<file path="config.mk">
export PLATFORM = sky130hd
export DESIGN_NAME = mc_control_fsm
export DESIGN_NICKNAME = d
export VERILOG_FILES = /design/src/rtl/mc_control_fsm.sv
export SDC_FILE = /design/constraint.sdc
export NUM_CORES = 1
export LEC_CHECK = 0
export ABC_AREA = 1
export CORE_MARGIN = 4
export CORE_UTILIZATION = 37
export DETAILED_ROUTE_END_ITERATION = 12
export PLACE_DENSITY_LB_ADDON = 0.1
export RECOVER_POWER = 25
export SYNTH_ARGS = -nofsm -noshare
export SYNTH_HDL_FRONTEND = slang
export SYNTH_SLANG_ARGS = --single-unit
</file>
<file path="constraint.sdc">
create_clock -name clk_i -period 1.55 [get_ports clk_i]
set_input_delay 0.31 -clock clk_i [delete_from_list [all_inputs] [get_ports clk_i]]
set_output_delay 0.31 -clock clk_i [all_outputs]
set_load 0.01 [all_outputs]
</file>
<file path="src/rtl/mc_control_fsm.sv">
// mc_control_fsm: multi-cycle MIPS main control unit.
// Moore-style sequencer for lw, sw, R-type, beq, addi and j, with ALU control
// decoded from funct and a bounded wait on the memory ready handshake.
// Optional build macro: MC_ORI_EN adds the ori instruction (states 12/13).
module mc_control_fsm #(
    parameter int MAX_WAIT = 0,   // 0 = wait for mem_ready indefinitely
    parameter int WAIT_W   = 8
) (
    input  logic       clk_i,
    input  logic       rst_ni,
    input  logic [5:0] op_i,
    input  logic [5:0] funct_i,
    input  logic       zero_i,
    input  logic       mem_ready_i,
    output logic       pcen_o,
    output logic       iord_o,
    output logic       memwrite_o,
    output logic       irwrite_o,
    output logic       regdst_o,
    output logic       memtoreg_o,
    output logic       regwrite_o,
    output logic       alusrca_o,
    output logic [1:0] alusrcb_o,
    output logic [1:0] pcsrc_o,
    output logic [2:0] alucontrol_o,
    output logic       zeroext_o,
    output logic       instr_done_o,
    output logic       illegal_op_o,
    output logic       mem_timeout_o,
    output logic [3:0] state_o
);

    typedef enum logic [3:0] {
        FETCH   = 4'd0,  DECODE  = 4'd1,  MEMADR  = 4'd2,  MEMRD  = 4'd3,
        MEMWB   = 4'd4,  MEMWR   = 4'd5,  RTYPEEX = 4'd6,  RTYPEWB = 4'd7,
        BEQEX   = 4'd8,  ADDIEX  = 4'd9,  ADDIWB  = 4'd10, JEX    = 4'd11,
        ORIEX   = 4'd12, ORIWB   = 4'd13
    } state_t;

    localparam logic [5:0] OP_RTYPE = 6'b000000;
    localparam logic [5:0] OP_LW    = 6'b100011;
    localparam logic [5:0] OP_SW    = 6'b101011;
    localparam logic [5:0] OP_BEQ   = 6'b000100;
    localparam logic [5:0] OP_ADDI  = 6'b001000;
    localparam logic [5:0] OP_J     = 6'b000010;
`ifdef MC_ORI_EN
    localparam logic [5:0] OP_ORI   = 6'b001101;
`endif

    localparam logic [2:0] ALU_ADD = 3'b010;
    localparam logic [2:0] ALU_SUB = 3'b110;
    localparam logic [2:0] ALU_AND = 3'b000;
    localparam logic [2:0] ALU_OR  = 3'b001;
    localparam logic [2:0] ALU_SLT = 3'b111;

    localparam logic [WAIT_W-1:0] MAX_WAIT_C = WAIT_W'(MAX_WAIT);

    state_t            state_q, state_d;
    logic [WAIT_W-1:0] wait_q, wait_d;

    logic pcwrite, branch, irwrite, memwrite, regwrite, instr_done, illegal_op;
    logic mem_timeout, limit_hit;

    // State register and wait counter; reset aborts any instruction in flight.
    always_ff @(posedge clk_i or negedge rst_ni) begin
        if (!rst_ni) begin
            state_q <= FETCH;
            wait_q  <= '0;
        end else begin
            state_q <= state_d;
            wait_q  <= wait_d;
        end
    end

    // Next-state, datapath controls and wait-counter update.
    always_comb begin
        state_d      = state_q;
        wait_d       = wait_q;
        pcwrite      = 1'b0;
        branch       = 1'b0;
        irwrite      = 1'b0;
        memwrite     = 1'b0;
        regwrite     = 1'b0;
        instr_done   = 1'b0;
        illegal_op   = 1'b0;
        mem_timeout  = 1'b0;
        iord_o       = 1'b0;
        regdst_o     = 1'b0;
        memtoreg_o   = 1'b0;
        alusrca_o    = 1'b0;
        alusrcb_o    = 2'b00;
        pcsrc_o      = 2'b00;
        alucontrol_o = ALU_ADD;
        zeroext_o    = 1'b0;
        // Only the memory states ever evaluate this; a late ready still wins.
        limit_hit    = (MAX_WAIT != 0) && (wait_q == MAX_WAIT_C) && !mem_ready_i;

        case (state_q)
            FETCH: begin
                alusrcb_o = 2'b01;
                if (limit_hit) begin
                    mem_timeout = 1'b1;
                end else begin
                    irwrite = mem_ready_i;
                    pcwrite = mem_ready_i;
                    if (mem_ready_i) state_d = DECODE;
                end
            end
            DECODE: begin
                alusrcb_o = 2'b11;
                case (op_i)
                    OP_LW, OP_SW: state_d = MEMADR;
                    OP_RTYPE:     state_d = RTYPEEX;
                    OP_BEQ:       state_d = BEQEX;
                    OP_ADDI:      state_d = ADDIEX;
                    OP_J:         state_d = JEX;
`ifdef MC_ORI_EN
                    OP_ORI:       state_d = ORIEX;
`endif
                    default: begin
                        illegal_op = 1'b1;
                        state_d    = FETCH;
                    end
                endcase
            end
            MEMADR: begin
                alusrca_o = 1'b1;
                alusrcb_o = 2'b10;
                state_d   = (op_i == OP_SW) ? MEMWR : MEMRD;
            end
            MEMRD: begin
                iord_o = 1'b1;
                if (limit_hit) begin
                    mem_timeout = 1'b1;
                    state_d     = FETCH;
                end else if (mem_ready_i) begin
                    state_d = MEMWB;
                end
            end
            MEMWB: begin
                memtoreg_o = 1'b1;
                regwrite   = 1'b1;
                instr_done = 1'b1;
                state_d    = FETCH;
            end
            MEMWR: begin
                iord_o = 1'b1;
                if (limit_hit) begin
                    mem_timeout = 1'b1;
                    state_d     = FETCH;
                end else begin
                    memwrite   = 1'b1;
                    instr_done = mem_ready_i;
                    if (mem_ready_i) state_d = FETCH;
                end
            end
            RTYPEEX: begin
                alusrca_o = 1'b1;
                state_d   = RTYPEWB;
                case (funct_i)
                    6'b100000: alucontrol_o = ALU_ADD;
                    6'b100010: alucontrol_o = ALU_SUB;
                    6'b100100: alucontrol_o = ALU_AND;
                    6'b100101: alucontrol_o = ALU_OR;
                    6'b101010: alucontrol_o = ALU_SLT;
                    default: begin
                        illegal_op = 1'b1;
                        state_d    = FETCH;
                    end
                endcase
            end
            RTYPEWB: begin
                regdst_o   = 1'b1;
                regwrite   = 1'b1;
                instr_done = 1'b1;
                state_d    = FETCH;
            end
            BEQEX: begin
                alusrca_o    = 1'b1;
                alucontrol_o = ALU_SUB;
                branch       = 1'b1;
                pcsrc_o      = 2'b01;
                instr_done   = 1'b1;
                state_d      = FETCH;
            end
            ADDIEX: begin
                alusrca_o = 1'b1;
                alusrcb_o = 2'b10;
                state_d   = ADDIWB;
            end
            ADDIWB: begin
                regwrite   = 1'b1;
                instr_done = 1'b1;
                state_d    = FETCH;
            end
            JEX: begin
                pcsrc_o    = 2'b10;
                pcwrite    = 1'b1;
                instr_done = 1'b1;
                state_d    = FETCH;
            end
`ifdef MC_ORI_EN
            ORIEX: begin
                alusrca_o    = 1'b1;
                alusrcb_o    = 2'b10;
                alucontrol_o = ALU_OR;
                zeroext_o    = 1'b1;
                state_d      = ORIWB;
            end
            ORIWB: begin
                regwrite   = 1'b1;
                zeroext_o  = 1'b1;
                instr_done = 1'b1;
                state_d    = FETCH;
            end
`endif
            default: state_d = FETCH;
        endcase

        // Counter restarts whenever a state is (re)entered, saturates otherwise.
        if ((state_d != state_q) || mem_timeout) begin
            wait_d = '0;
        end else if (!mem_ready_i && (wait_q != {WAIT_W{1'b1}})) begin
            wait_d = wait_q + 1'b1;
        end
    end

    // Strobes and pulses are held low for as long as reset is asserted.
    assign pcen_o        = rst_ni & (pcwrite | (branch & zero_i));
    assign irwrite_o     = rst_ni & irwrite;
    assign memwrite_o    = rst_ni & memwrite;
    assign regwrite_o    = rst_ni & regwrite;
    assign instr_done_o  = rst_ni & instr_done;
    assign illegal_op_o  = rst_ni & illegal_op;
    assign mem_timeout_o = rst_ni & mem_timeout;
    assign state_o       = state_q;

endmodule
</file>
==> results of run 1 <==
## timing repair
item	CTS
setup buffers	14
pin swaps	15
gates resized for setup	114
endpoints found under the hold margin	0
endpoints found under the setup margin	19
## cells by family after synthesis
family	count (synthesis)	synth area share [%]
AND/OR/NAND/NOR	83	58.89
buffers and inverters	28	17.21
AO/OA/AOI/OAI	8	8.031
flip-flops	4	15.30
other	1	0.5731
## stage by stage
step	setup WS (ps)	std cells	setup TNS [ps]
3_3_place_gp	-629.0	216	-5277
3_5_place_dp	-668.4	216	-5980
2_1_floorplan	79.19	125	0
4_1_cts	-184.5	231	-1556
==> results.sh, run 1 <==
export IMPL_yosysTopAreaCell="nand2_1"
export IMPL_grt_worst_endpoint="illegal_op_o"
export IMPL_firstError="[ERROR DPL-0038] Utilization greater than 100%, impossible to legalize"
export IMPL_synthTopCellsByCount="nand2_1 (28), nor2_1 (23), inv_1 (17)"
export IMPL_num_rows=14
export IMPL_clockBufferDepth=2
export IMPL_clock_root_buffer="clkbuf_4"
export IMPL_initial_core_util_pct=41.05
export IMPL_grt_max_degree=6
export IMPL_holdBufCountCts=0
export IMPL_lastStage="global routing"
export IMPL_synthFlopType="dfrtp_1"
export IMPL_cts_sinks=4
export IMPL_io_pin_count=39
export IMPL_cts_max_level=1
export IMPL_port_buffers=36
export IMPL_synthMostInstantiatedCell="nand2_1"
export IMPL_place_hpwl_mm=1.999
export IMPL_placed_area_um2=1281
export IMPL_die_x_um=50.06
export IMPL_worst_ep_kind="output port"
export IMPL_routabilityCongestion=0.9251
export IMPL_synth_cell_area_um2=654.4
export IMPL_ys_ff_latch=4
export IMPL_synth_cell_types=21
export IMPL_synth_warnings=0
export IMPL_die_h_um=50.06
export IMPL_synth_area_per_cell_um2=5.277
export IMPL_yosysSeqAreaShare_pct=15.30
export IMPL_cts_made_buffers=3
export IMPL_netlist_instances=124
export IMPL_status="aborted with a tool error"
export IMPL_synth_area_top_cells="nand2_1 (16%), dfrtp_1 (15%), nor2_1 (13%)"
export IMPL_synth_edf_count=0
export IMPL_ys_async_sr_fraction_pct=100.0
export IMPL_yosysTopAreaCellShare_pct=16.06
==> run 2, diff against run 1 <==
Settings changed: CORE_AREA from default to 4 4 65 67, CORE_MARGIN 4 to default, CORE_UTILIZATION 37 to default, DIE_AREA from default to 0 0 69 71, PLACE_DENSITY_LB_ADDON 0.1 to 0.15.
==> results.sh, run 2 <==
export IMPL_status="finished, violations left"
export IMPL_violations="setup timing"
export IMPL_power_uw=2043
export IMPL_hold_path_class="in2async"
export IMPL_path_clk_slew_ps=30
export IMPL_setup_worst_path_start_class="input pin"
export IMPL_grt_pass1_wl_mm=4.733
export IMPL_synth_area_per_cell_um2=5.277
export IMPL_use_met2_pct=21.40
export IMPL_post_route_min_period_ps=1834
export IMPL_grt_total_usage_pct=11.40
export IMPL_die_x_um=69
export IMPL_worstReg2RegStart="state_o[3]"
export IMPL_antenna_found_initial=0
export IMPL_synthMostInstantiatedCell="nand2_1"
export IMPL_critPathMaxFanout=2
export IMPL_initial_core_util_pct=18.01
export IMPL_routabilityCongestion=0.8130
export IMPL_register_area_um2=102.6
export IMPL_ys_async_sr_fraction_pct=100.0
export IMPL_clockBufferDepth=2
export IMPL_rsz0062_at_grt="yes"
export IMPL_finalHoldViolations=0
export IMPL_antenna_cells=0
export IMPL_holdWs_ps=443.6
export IMPL_required_ps=1240
export IMPL_finClkSkew_ps=4.745
export IMPL_synth_cell_area_um2=654.4
export IMPL_cts_max_level=1
export IMPL_wire_per_inst_um=11.30
export IMPL_multiInputGateArea_um2=623.1
export IMPL_final_common_cell="buf_4"
export IMPL_grt_pass1_vias=1074
export IMPL_p_leak_uw=0.0009936
export IMPL_path_cells="clkdlybuf4s50_1 > nand2_2 > nor2_2 > nand2_1 > buf_4 > o22ai_2 > buf_2"
export IMPL_placed_cells=239
export IMPL_fin_cells=269
export IMPL_coreArea_um2=3633
export IMPL_netlist_instances=124
export IMPL_path_class="in2out"
export IMPL_cts_tree="built"
export IMPL_synth_cell_types=21
export IMPL_powerDensity_nw_per_um2=1163
export IMPL_place_hpwl_mm=2.157
export IMPL_grt_ovfl_total=0
export IMPL_clk_latency_ps=220
export IMPL_die_area_um2=4899
export IMPL_drt_total_wl_mm=3.041
export IMPL_synth_edf_count=0
export IMPL_yosysSeqAreaShare_pct=15.30
export IMPL_crit_path_max_incr_delay_ps=510
export IMPL_max_freq_ghz=0.5452
export IMPL_reg2reg_slack_ps=-20
export IMPL_holdBufCountCts=0
export IMPL_fin_ws_ps=-284.1
export IMPL_use_met1_pct=12.55
export IMPL_ant_nets=0
export IMPL_worstRegToRegCells=11
export IMPL_die_h_um=71
export IMPL_clock_root_buffer="clkbuf_8"
export IMPL_worstPathArrival_ps=1520
export IMPL_reg2reg_to="state_o[2]"
export IMPL_num_rows=22
export IMPL_final_cell_mix="buf_4 (40), buf_6 (24), nand2_1 (21), nor2_1 (14), inv_1 (12)"
export IMPL_vias=1112
export IMPL_fillers=381
export IMPL_cts_made_buffers=3
export IMPL_use_met3_pct=3.835
export IMPL_maxCapViolations=0
export IMPL_largest_register_ffs=4
export IMPL_endpoint_kind="primary output"
export IMPL_layout_nets=239
export IMPL_grt_max_degree=6
export IMPL_synth_area_top_cells="nand2_1 (16%), dfrtp_1 (15%), nor2_1 (13%)"
export IMPL_finalCritPeriodShare_pct=118.3
export IMPL_busiest_layer="met2"
export IMPL_synth_warnings=0
export IMPL_ys_ff_latch=4
export IMPL_io_pin_count=39
export IMPL_yosysTopAreaCell="nand2_1"
export IMPL_drc=0
export IMPL_slew_violations=0
export IMPL_setup_viol=16
export IMPL_drive_gt1_share_pct=59.28
export IMPL_yosysTopAreaCellShare_pct=16.06
export IMPL_area_delta_synth_final_pct=168.5
export IMPL_via_per_inst=4.134
export IMPL_cts_sinks=4
export IMPL_irDropWorstVdd_mv=0.4906
export IMPL_synthTopCellsByCount="nand2_1 (28), nor2_1 (23), inv_1 (17)"
export IMPL_synthFlopType="dfrtp_1"
export IMPL_finish_utilization_pct=48.35
export IMPL_critPathSlowestCell="clkdlybuf4s50_1"
export IMPL_drtPass1Iterations=4
export IMPL_drt_iter0_drc=29
export IMPL_port_buffers=36
[run 2: critical path: cells and delay by family]
family | cells | cell delay, ps
buffers and inverters | 3 | 800
AOI/OAI and AO/OA | 1 | 140
and+or+nand+nor | 3 | 270
[run 2: report_power, final]
part / leakage, uW / internal [uW] / switching [uW] / total (uW)
combinational: 0.000922 / 876 / 751 / 1630
sequential: 0.0000505 / 142 / 52.1 / 194
clock: 0.0000216 / 166 / 56.4 / 222
[run 2: worst max-delay path by stage]
stage | startpoint | endpoint | slack [ps] | cells after the start
after detailed placement | op_i[2] | illegal_op_o | -700 | 8
after global placement | op_i[2] | illegal_op_o | -680 | 8
after CTS | funct_i[4] | illegal_op_o | -240 | 10
after global routing | funct_i[2] | alucontrol_o[0] | -340 | 7
final | funct_i[2] | alucontrol_o[0] | -280 | 7
after floorplan | state_o[2] | pcen_o | 80 | 5
[run 2: repair_timing]
action / CTS / global route
endpoints found under the setup margin: 19 / 20
gates cloned: 0 / 0
endpoints found under the hold margin: 0 / 0
gates resized for setup: 113 / 44
setup buffers: 12 / 18
pin swaps: 12 / 22
[run 2: layout make-up]
cell class	instances	share of cell area (%)
clock buffers	3	2.350
inverters	26	6.125
multi-input cells	93	35.47
flip-flops and latches	4	5.840
well taps	48	3.419
repair buffers	95	46.79
[run 2: layer usage]
metal	part of all wire, %	wire length, um
met1	40	1208
met2	54	1648
met3	5.0	152
met4	1.1	32
met5	0	0
[run 2: metrics by stage]
stage / area (um^2) / TNS [ps] / setup slack, ps
finish: 1757 / -2167 / -284.1
global route: 1757 / -3454 / -338.7
CTS: 1484 / -1644 / -238.9
detailed placement: 1304 / -6275 / -702.1
global placement: 1304 / -5938 / -683.8
floorplan: 658.1 / 0 / 79.19
[run 2: cell families (layout without fill, tap and decap cells)]
group | after synthesis | after routing | share of synthesized area (%)
DFF | 4 | 4 | 15.30
buffers and inverters | 28 | 124 | 17.21
AOI/OAI and AO/OA | 8 | 8 | 8.031
other | 1 | 2 | 0.5731
and+or+nand+nor | 83 | 83 | 58.89
No activity file was read; power rests on OpenSTA's default activity.
==> run 3, diff against run 2 <==
Settings changed: REMOVE_ABC_BUFFERS from default to 1, SKIP_LAST_GASP from default to 1.
==> results.sh, run 3 (synthesis results as in run 2) <==
export IMPL_clock_root_buffer="clkbuf_8"
export IMPL_required_ps=1240
export IMPL_hold_path_class="in2async"
export IMPL_placed_area_um2=1304
export IMPL_fin_ws_ps=-165.2
export IMPL_largest_register_ffs=4
export IMPL_powerDensity_nw_per_um2=1106
export IMPL_num_rows=22
export IMPL_die_area_um2=4899
export IMPL_setup_worst_path_start_class="flip-flop"
export IMPL_grt_ovfl_total=0
export IMPL_maxCapViolations=0
export IMPL_status="finished, violations left"
export IMPL_drtPass1Iterations=4
export IMPL_clockBufferDepth=2
export IMPL_final_cell_mix="buf_4 (38), nand2_1 (25), inv_2 (15), nor2_1 (14)"
export IMPL_antenna_cells=0
export IMPL_reg2reg_slack_ps=140
export IMPL_cts_made_buffers=3
export IMPL_power_uw=1693
export IMPL_cts_max_level=1
export IMPL_grt_max_degree=6
export IMPL_p_leak_uw=0.0008690
export IMPL_port_buffers=36
export IMPL_post_route_min_period_ps=1715
export IMPL_path_clk_slew_ps=30
export IMPL_critPathMaxFanout=4
export IMPL_finClkSkew_ps=3.886
export IMPL_endpoint_kind="primary output"
export IMPL_area_delta_synth_final_pct=133.8
export IMPL_irDropWorstVdd_mv=0.3454
export IMPL_antenna_found_initial=0
export IMPL_coreArea_um2=3633
export IMPL_design_area_um2=1530
export IMPL_io_pin_count=39
export IMPL_via_per_inst=4.214
export IMPL_clk_latency_ps=220
export IMPL_finalHoldViolations=0
export IMPL_grt_total_usage_pct=11.05
export IMPL_layout_nets=227
export IMPL_slew_violations=0
export IMPL_place_hpwl_mm=2.079
export IMPL_violations="setup timing"
export IMPL_setup_viol=12
export IMPL_cts_sinks=4
export IMPL_vias=1083
export IMPL_final_common_cell="buf_4"
export IMPL_wire_per_inst_um=10.60
export IMPL_finalCritPeriodShare_pct=110.7
export IMPL_fillers=402
export IMPL_drc=0
export IMPL_rsz0062_at_grt="yes"
export IMPL_die_h_um=71
export IMPL_cts_tree="built"
export IMPL_die_x_um=69
export IMPL_ant_nets=0
export IMPL_grt_pass1_wl_mm=4.588
export IMPL_initial_core_util_pct=18.01
export IMPL_path_class="reg2out"
export IMPL_drt_iter0_drc=48
export IMPL_drt_total_wl_mm=2.724
export IMPL_max_freq_ghz=0.5830
export IMPL_grt_pass1_vias=1091
export IMPL_drive_gt1_share_pct=54.07
export IMPL_routabilityCongestion=0.8061
export IMPL_worstPathArrival_ps=1410
## run 3: cell count changes in the layout (fill, tap and decap cells not counted), sizes merged
cell / before / now
dlygate4sd3: 0 / 1
clkdlybuf4s50: 6 / 3
dlymetal6s2s: 3 / 2
buf: 75 / 62
dlygate4sd2: 10 / 13
clkbuf: 3 / 4
## run 3: final timing paths
kind,startpoint,endpoint,depth (start not counted)
max,state_o[1],instr_done_o,7
max in group asynchronous,rst_ni,state_o[0],2
min reg2reg,state_o[0],state_o[0],3
max reg2reg,state_o[3],state_o[2],10
min,rst_ni,state_o[2],2
min in group clk_i,op_i[3],state_o[1],6
## run 3: critical path, cell delays in order (launching register included)
cell and delay (ps):
dfrtp_1 410, inv_2 150, nand2_4 90, nor2_4 130
buf_6 110, a211oi_2 30, o21ai_1 120, buf_2 150
## run 3: cell type report
cell class	instances	area [um^2]	area share, %
inverter	26	100.1	6.541
tap	48	60.06	3.925
multi-input combinational	93	560.5	36.63
timing repair buffer	83	666.9	43.58
sequential	4	101.3	6.623
clock buffer	3	41.29	2.698
## run 3: metal layers
layer / vias to the layer above / part of all wire, % / track usage, %
li1: 555 / - / -
met4: 0 / 2.5 / 3.254
met1: 482 / 40 / 12.14
met2: 38 / 52 / 20.13
met3: 8 / 5.7 / 3.693
met5: - / 0 / 0
## run 3: per-stage QoR
step                cells  hold slack, ps  util [%]  TNS, ps  worst slack (ps)
detailed placement    239           647.2     35.88    -6154            -711.8
CTS                   259           452.2     41.46    -1699            -184.5
global route          257           587.7     42.11    -2638            -268.4
finish                257           533.2     42.11    -1248            -165.2
global placement      239           642.9     35.88    -5960            -679.8
floorplan             123           14.41         -        0             79.19
## run 3: repair_timing
item / in CTS / in global routing
setup buffers: 18 / 2
hold buffers: 0 / 0
setup endpoints to repair: 19 / 21
gates resized for setup: 116 / 16
pin swaps: 25 / 9
## run 3: report_power, final
part           leakage (uW)  switching [uW]  internal [uW]
sequential        0.0000520            46.6            140
clock             0.0000216            52.1            165
combinational      0.000795             648            641
